**src/rtl/sys_out_collector_4x4.sv**
```systemverilog
// Realigns the diagonally skewed bottom-row outputs of the 4x4 systolic array into full result rows.
// Each column has its own FWFT FIFO, and a row is released only when every column has an entry.
module sys_out_collector_4x4 #(
    parameter int DW    = 16,
    parameter int DEPTH = 4
) (
    input  logic            clk,
    input  logic            rst,
    input  logic            clear,
    input  logic [DW-1:0]   col_data_1,
    input  logic [DW-1:0]   col_data_2,
    input  logic [DW-1:0]   col_data_3,
    input  logic [DW-1:0]   col_data_4,
    input  logic            col_valid_1,
    input  logic            col_valid_2,
    input  logic            col_valid_3,
    input  logic            col_valid_4,
    output logic [4*DW-1:0] out_row,
    output logic            out_valid,
    input  logic            out_ready,
    output logic            out_last,
    output logic            tile_done,
    output logic            busy,
    output logic            overflow_err
);
    localparam int AW = $clog2(DEPTH);
    localparam logic [AW:0]   PTR_ONE  = 1;
    localparam logic [AW-1:0] CNT_ONE  = 1;
    localparam logic [AW-1:0] CNT_LAST = AW'(DEPTH - 1);

    typedef enum logic [1:0] {S_IDLE, S_COLLECT, S_DONE} state_t;

    logic [DW-1:0] col_data [4];
    logic [3:0]    col_valid;
    logic [3:0]    empty;
    logic [3:0]    full;
    logic [3:0]    push_ok;
    logic [3:0]    drop;
    logic          pop;

    assign col_data[0] = col_data_1;
    assign col_data[1] = col_data_2;
    assign col_data[2] = col_data_3;
    assign col_data[3] = col_data_4;
    assign col_valid   = {col_valid_4, col_valid_3, col_valid_2, col_valid_1};

    assign out_valid = ~|empty;
    assign pop       = out_valid & out_ready;

    genvar gi;
    generate
        for (gi = 0; gi < 4; gi++) begin : g_col
            logic [DW-1:0] mem [DEPTH];
            logic [AW:0]   wr_ptr_reg;
            logic [AW:0]   rd_ptr_reg;

            assign empty[gi] = (wr_ptr_reg == rd_ptr_reg);
            assign full[gi]  = (wr_ptr_reg[AW] != rd_ptr_reg[AW]) &&
                               (wr_ptr_reg[AW-1:0] == rd_ptr_reg[AW-1:0]);
            // A full FIFO still accepts a push when the row pops in the same cycle.
            assign push_ok[gi] = col_valid[gi] & (~full[gi] | pop);
            assign drop[gi]    = col_valid[gi] & full[gi] & ~pop;

            always_ff @(posedge clk) begin
                if (push_ok[gi] && !clear) begin
                    mem[wr_ptr_reg[AW-1:0]] <= col_data[gi];
                end
            end

            always_ff @(posedge clk or posedge rst) begin
                if (rst) begin
                    wr_ptr_reg <= '0;
                    rd_ptr_reg <= '0;
                end else if (clear) begin
                    wr_ptr_reg <= '0;
                    rd_ptr_reg <= '0;
                end else begin
                    if (push_ok[gi]) wr_ptr_reg <= wr_ptr_reg + PTR_ONE;
                    if (pop)         rd_ptr_reg <= rd_ptr_reg + PTR_ONE;
                end
            end

            // Heads are gated so the row bus reads zero whenever no complete row is present.
            assign out_row[gi*DW +: DW] = out_valid ? mem[rd_ptr_reg[AW-1:0]] : '0;
        end
    endgenerate

    logic [AW-1:0] row_cnt_reg;
    state_t        state_reg;
    logic          tile_done_reg;
    logic          busy_reg;
    logic          overflow_reg;

    assign out_last     = out_valid & (row_cnt_reg == CNT_LAST);
    assign tile_done    = tile_done_reg;
    assign busy         = busy_reg;
    assign overflow_err = overflow_reg;

    always_ff @(posedge clk or posedge rst) begin
        if (rst) begin
            overflow_reg <= 1'b0;
        end else if (clear) begin
            overflow_reg <= 1'b0;
        end else if (|drop) begin
            overflow_reg <= 1'b1;
        end
    end

    always_ff @(posedge clk or posedge rst) begin
        if (rst) begin
            state_reg     <= S_IDLE;
            row_cnt_reg   <= '0;
            tile_done_reg <= 1'b0;
            busy_reg      <= 1'b0;
        end else if (clear) begin
            state_reg     <= S_IDLE;
            row_cnt_reg   <= '0;
            tile_done_reg <= 1'b0;
            busy_reg      <= 1'b0;
        end else begin
            tile_done_reg <= 1'b0;
            if (pop) row_cnt_reg <= row_cnt_reg + CNT_ONE;
            case (state_reg)
                S_IDLE: begin
                    if (|push_ok) begin
                        state_reg <= S_COLLECT;
                        busy_reg  <= 1'b1;
                    end
                end
                S_COLLECT: begin
                    if (pop && row_cnt_reg == CNT_LAST) begin
                        state_reg     <= S_DONE;
                        tile_done_reg <= 1'b1;
                    end
                end
                S_DONE: begin
                    if (!(&empty) || (|push_ok)) begin
                        state_reg <= S_COLLECT;
                    end else begin
                        state_reg <= S_IDLE;
                        busy_reg  <= 1'b0;
                    end
                end
                default: begin
                    state_reg <= S_IDLE;
                    busy_reg  <= 1'b0;
                end
            endcase
        end
    end
endmodule

```
**config.mk**
```make
export PLATFORM = sky130hd
export DESIGN_NAME = sys_out_collector_4x4
export DESIGN_NICKNAME = d
export VERILOG_FILES = /design/src/rtl/sys_out_collector_4x4.sv
export SDC_FILE = /design/constraint.sdc
export NUM_CORES = 1
export LEC_CHECK = 0
export BUFFER_PORTS_ARGS = -buffer_cell sky130_fd_sc_hd__buf_2
export CELL_PAD_IN_SITES_DETAIL_PLACEMENT = 0
export CELL_PAD_IN_SITES_GLOBAL_PLACEMENT = 1
export CORE_ASPECT_RATIO = 0.8
export CORE_MARGIN = 8
export CORE_UTILIZATION = 25
export DETAILED_ROUTE_END_ITERATION = 16
export MAX_ROUTING_LAYER = met4
export PLACE_DENSITY_LB_ADDON = 0.1
export SLEW_MARGIN = 25
export SYNTH_ARGS = -nofsm -noshare
export SYNTH_HDL_FRONTEND = slang
export SYNTH_SLANG_ARGS = --single-unit
```
**constraint.sdc**
```tcl
create_clock -name clk -period 2.9 [get_ports clk]
set_input_delay 0.725 -clock clk [delete_from_list [all_inputs] [get_ports clk]]
set_output_delay 0.725 -clock clk [all_outputs]
set_load 0.1 [all_outputs]
```
==> out/summary.md <==
Status
• **run status** finished, violations left
• **failing checks** setup timing

Cells and area
• **Layout Area Growth over Synthesis** 37.6%
• **Design Area, Final** 0.0162 mm²
• **share of final-layout standard cells stronger than drive strength 1** 47.9%
• **number of nets in the layout** 918
• **Register Area** 0.00847 mm²
• **max reg flops** 256
• **Fillers** 4,381
• **area of the multi-input gates** 0.00338 mm²

Synth
• **Cell Area, Synth** 0.0118 mm²
• **mean instance size in the synthesized netlist** 19.1 µm²
• **area share of the largest cell type after synthesis** 65.2%
• **Yosys reg bits** 287
• **synth top area cells** sky130_fd_sc_hd__edfxtp_1 65%, sky130_fd_sc_hd__mux4_2 11%, sky130_fd_sc_hd__dfrtp_1 6.6%
• **commonest cells in the synthesized netlist** 256 x sky130_fd_sc_hd__edfxtp_1, 71 x sky130_fd_sc_hd__and2_1, 60 x sky130_fd_sc_hd__mux4_2
• **net count after synthesis** 711
• **leading cell type by number of instances after synthesis** sky130_fd_sc_hd__edfxtp_1
• **sequential area share after synthesis** 71.8%
• **Synth area leader** sky130_fd_sc_hd__edfxtp_1
• **post-synthesis cell count** 618
• **number of synthesis warnings** 0
• **prevailing post-synth register cell** sky130_fd_sc_hd__edfxtp_1
• **fraction of synthesis flops using an asynchronous set or reset pin** 10.8%
• **number of flops mapped to enable cells by yosys** 256
• **distinct cell type count after synthesis** 45

Die
• **count of standard-cell rows** 71
• **die span in y** 210 µm
• **initial cell density of the core** 25.2%
• **area of the core** 0.0468 mm²
• **die width** 259 µm
• **I/O pin cnt** 141
• **Die Outline Area** 0.0544 mm²

Critical path
• **number of buffers and inverters on the critical path** 4
• **kind of cell with the highest combined delay on the critical path** simple AND/OR/NAND/NOR gates
• **most repeated library cell on the critical path** sky130_fd_sc_hd__buf_12
• **highest net fanout along the worst path** 7
• **length in cells of the worst reg-to-reg path** 7
• **data required time at the worst endpoint** 2.17 ns
• **depth of the critical timing path with buffers and inverters included** 8
• **critical path's slowest cell** sky130_fd_sc_hd__dfrtp_1
• **cell chain of the critical path** xor2_2 > and3b_4 > nor4_4 > buf_6 > buf_12 > buf_12 > and2_4 > buf_12
• **critical path arrival** 2.48 ns
• **launching element type of the critical path** flop
• **delay of the slowest cell on the worst path** 0.41 ns
• **Worst Setup End Kind** output port
• **Setup CP Type** flop to output port

STA
• **worst relative slew slack** 62.4%
• **top achievable clock speed** 312 MHz
• **final critical-path share of the clock period** 110%
• **Hold Vio Cnt, Final** 0
• **transition at the pin with the smallest max-transition slack** 0.568 ns
• **shortest clock period the worst path allows after layout** 3.20 ns
• **Setup Viol. Count Final** 66
• **total negative slack** -17.18 ns
• **final setup margin** -0.303 ns
• **RSZ-0062 raised after global routing** true
• **number of pins with negative max-slew slack in the final report** 0
• **Clock Skews** 0.0122 ns

Global routing
• **largest net degree at the start of global routing** 32
• **via count of the first global-routing pass** 7,018
• **GRT Residual Overflow** 0
• **antenna violations before repair** 4
• **global-route wire length before repair** 43,000 µm
• **Total GRT Usage** 10.8%

Clock tree
• **number of buffers added by the clock tree synthesis step** 35
• **number of H-tree levels** 2
• **register clock-pin slew on the reported worst setup and hold paths** 0.06 ns
• **clock buffer depth** 3
• **CTS tree** done
• **Hold Buf Count CTS** 0
• **worst skew pair latency** 0.52 ns
• **number of sinks handled by clock tree synthesis** 287
• **clock tree root buffer cell** sky130_fd_sc_hd__clkbuf_16

Detailed routing
• **count of vias placed by the detailed router** 6,178
• **Remaining DRCs** 0
• **post-DR wirelength/cell** 19.3 µm
• **routed vias/inst** 4.20
• **drt first pass iters** 4
• **drt total wl** 28,400 µm
• **number of DRC markers in iteration 0** 289
• **count of nets left with antenna violations after detail routing** 0

Placement
• **worst slack at placement** 0.0684 ns
• **cell area after placement** 0.0147 mm²
• **number of buffers added on ports** 140
• **last weighted congestion value of the routability-driven placer** 0.696
• **detailed-placement wirelength estimate** 17,300 µm

Pwr
• **LEAKAGE** 5.67 nW
• **IR Drop Worst-Case VDD** 0.000357 V
• **PD cells** 596 mW/mm²

Run
• **maxcap violations** 0

Worst hold path
• **class of the tightest hold or removal check** primary input to asynchronous set/reset pin

==> cell usage in the layout, fill, tap and decap left out, types with 5 or more instances in the layout <==
| cell type | n |
|---|---|
| sky130_fd_sc_hd__edfxtp_1 | 256 |
| sky130_fd_sc_hd__xor2_1 | 7 |
| sky130_fd_sc_hd__clkinv_2 | 5 |
| sky130_fd_sc_hd__clkbuf_16 | 39 |
| sky130_fd_sc_hd__buf_2 | 74 |
| sky130_fd_sc_hd__buf_12 | 78 |
| sky130_fd_sc_hd__nor3b_2 | 6 |
| sky130_fd_sc_hd__nor2_1 | 32 |
| sky130_fd_sc_hd__inv_1 | 14 |
| sky130_fd_sc_hd__mux4_2 | 60 |
| sky130_fd_sc_hd__mux2i_1 | 9 |
| sky130_fd_sc_hd__ha_1 | 21 |
| sky130_fd_sc_hd__and2_4 | 65 |
| sky130_fd_sc_hd__nand2_1 | 6 |
| sky130_fd_sc_hd__dfrtp_1 | 27 |
| sky130_fd_sc_hd__xor2_2 | 5 |
| sky130_fd_sc_hd__and2_1 | 6 |
| sky130_fd_sc_hd__xnor2_1 | 19 |
| sky130_fd_sc_hd__buf_4 | 38 |
| sky130_fd_sc_hd__clkbuf_1 | 7 |
==> what timing repair did <==
action | in CTS | in global routing
gates cloned | 5 | 2
pin swaps | 7 | 3
gates resized for setup | 81 | 4
setup buffers | 11 | 3
setup endpoints to repair | 66 | 66
==> path summary, 6_finish.rpt <==
kind	startpoint	endpoint	slack, ns
setup reg to reg	g_col[2].rd_ptr_reg[2]$_DFFE_PP0P_	g_col[0].mem[2][8]$_DFFE_PP_	0.37
min in group clk	col_data_3[15]	g_col[2].mem[0][15]$_DFFE_PP_	0.42
max in group asynchronous	rst	g_col[0].rd_ptr_reg[2]$_DFFE_PP0P_	2.24
setup / recovery	g_col[2].rd_ptr_reg[2]$_DFFE_PP0P_	out_row[46]	-0.30
hold reg to reg	row_cnt_reg[1]$_DFFE_PP0P_	row_cnt_reg[1]$_DFFE_PP0P_	0.54
hold / removal	rst	g_col[2].rd_ptr_reg[0]$_DFFE_PP0P_	0.31
==> power by group <==
group / switching [mW] / leakage, nW / internal (mW)
clock: 1.64 / 0.541 / 2.59
sequential: 0.0416 / 2.74 / 4.64
combinational: 0.444 / 2.39 / 0.314
total: 2.13 / 5.67 / 7.54
==> layer usage <==
metal	up-vias	track usage [%]	share of wire (%)
met4	0	3.58	2.3
met1	3199	12.4	42
met5	-	-	0
met2	115	18.1	51
li1	2816	-	-
met3	48	2.99	5.0
==> worst register-to-register path, cell delays in order, from the launching register on <==
cell                      delay, ns
sky130_fd_sc_hd__dfrtp_1       0.41
sky130_fd_sc_hd__xor2_2        0.20
sky130_fd_sc_hd__and3b_4       0.24
sky130_fd_sc_hd__buf_4         0.15
sky130_fd_sc_hd__o41a_2        0.57
sky130_fd_sc_hd__nor2_1        0.17
sky130_fd_sc_hd__and2_1        0.15
sky130_fd_sc_hd__buf_4         0.29
==> logic make-up after synthesis <==
family,share of synthesized area (%)
AOI/OAI and AO/OA,1.51
adders and majority gates,2.23
muxes,13.1
DFF,71.8
buffers and inverters,1.97
xor gates and xnor gates,2.38
and+or+nand+nor,7.01
==> per-stage QoR <==
step	util [%]	hold WS, ns	std cells	total power [mW]
6_report	34.7	0.307	1471	9.67
3_5_place_dp	31.3	0.531	1389	5.48
5_1_grt	34.7	0.338	1471	10.1
4_1_cts	34.5	0.300	1464	9.87
2_1_floorplan	-	0.490	618	5.15
3_3_place_gp	31.3	0.517	1389	5.46
==> cell type report <==
class / instances / share of cell area, %
Antenna cell: 3 / 0.0463
Clock buffer: 44 / 5.87
Clock inverter: 16 / 1.00
Inverter: 14 / 0.324
Multi-Input combinational cell: 287 / 20.8
Sequential cell: 287 / 52.2
Tap cell: 620 / 4.78
Timing Repair Buffer: 200 / 15.0
No activity file was read; power rests on OpenSTA's default activity.
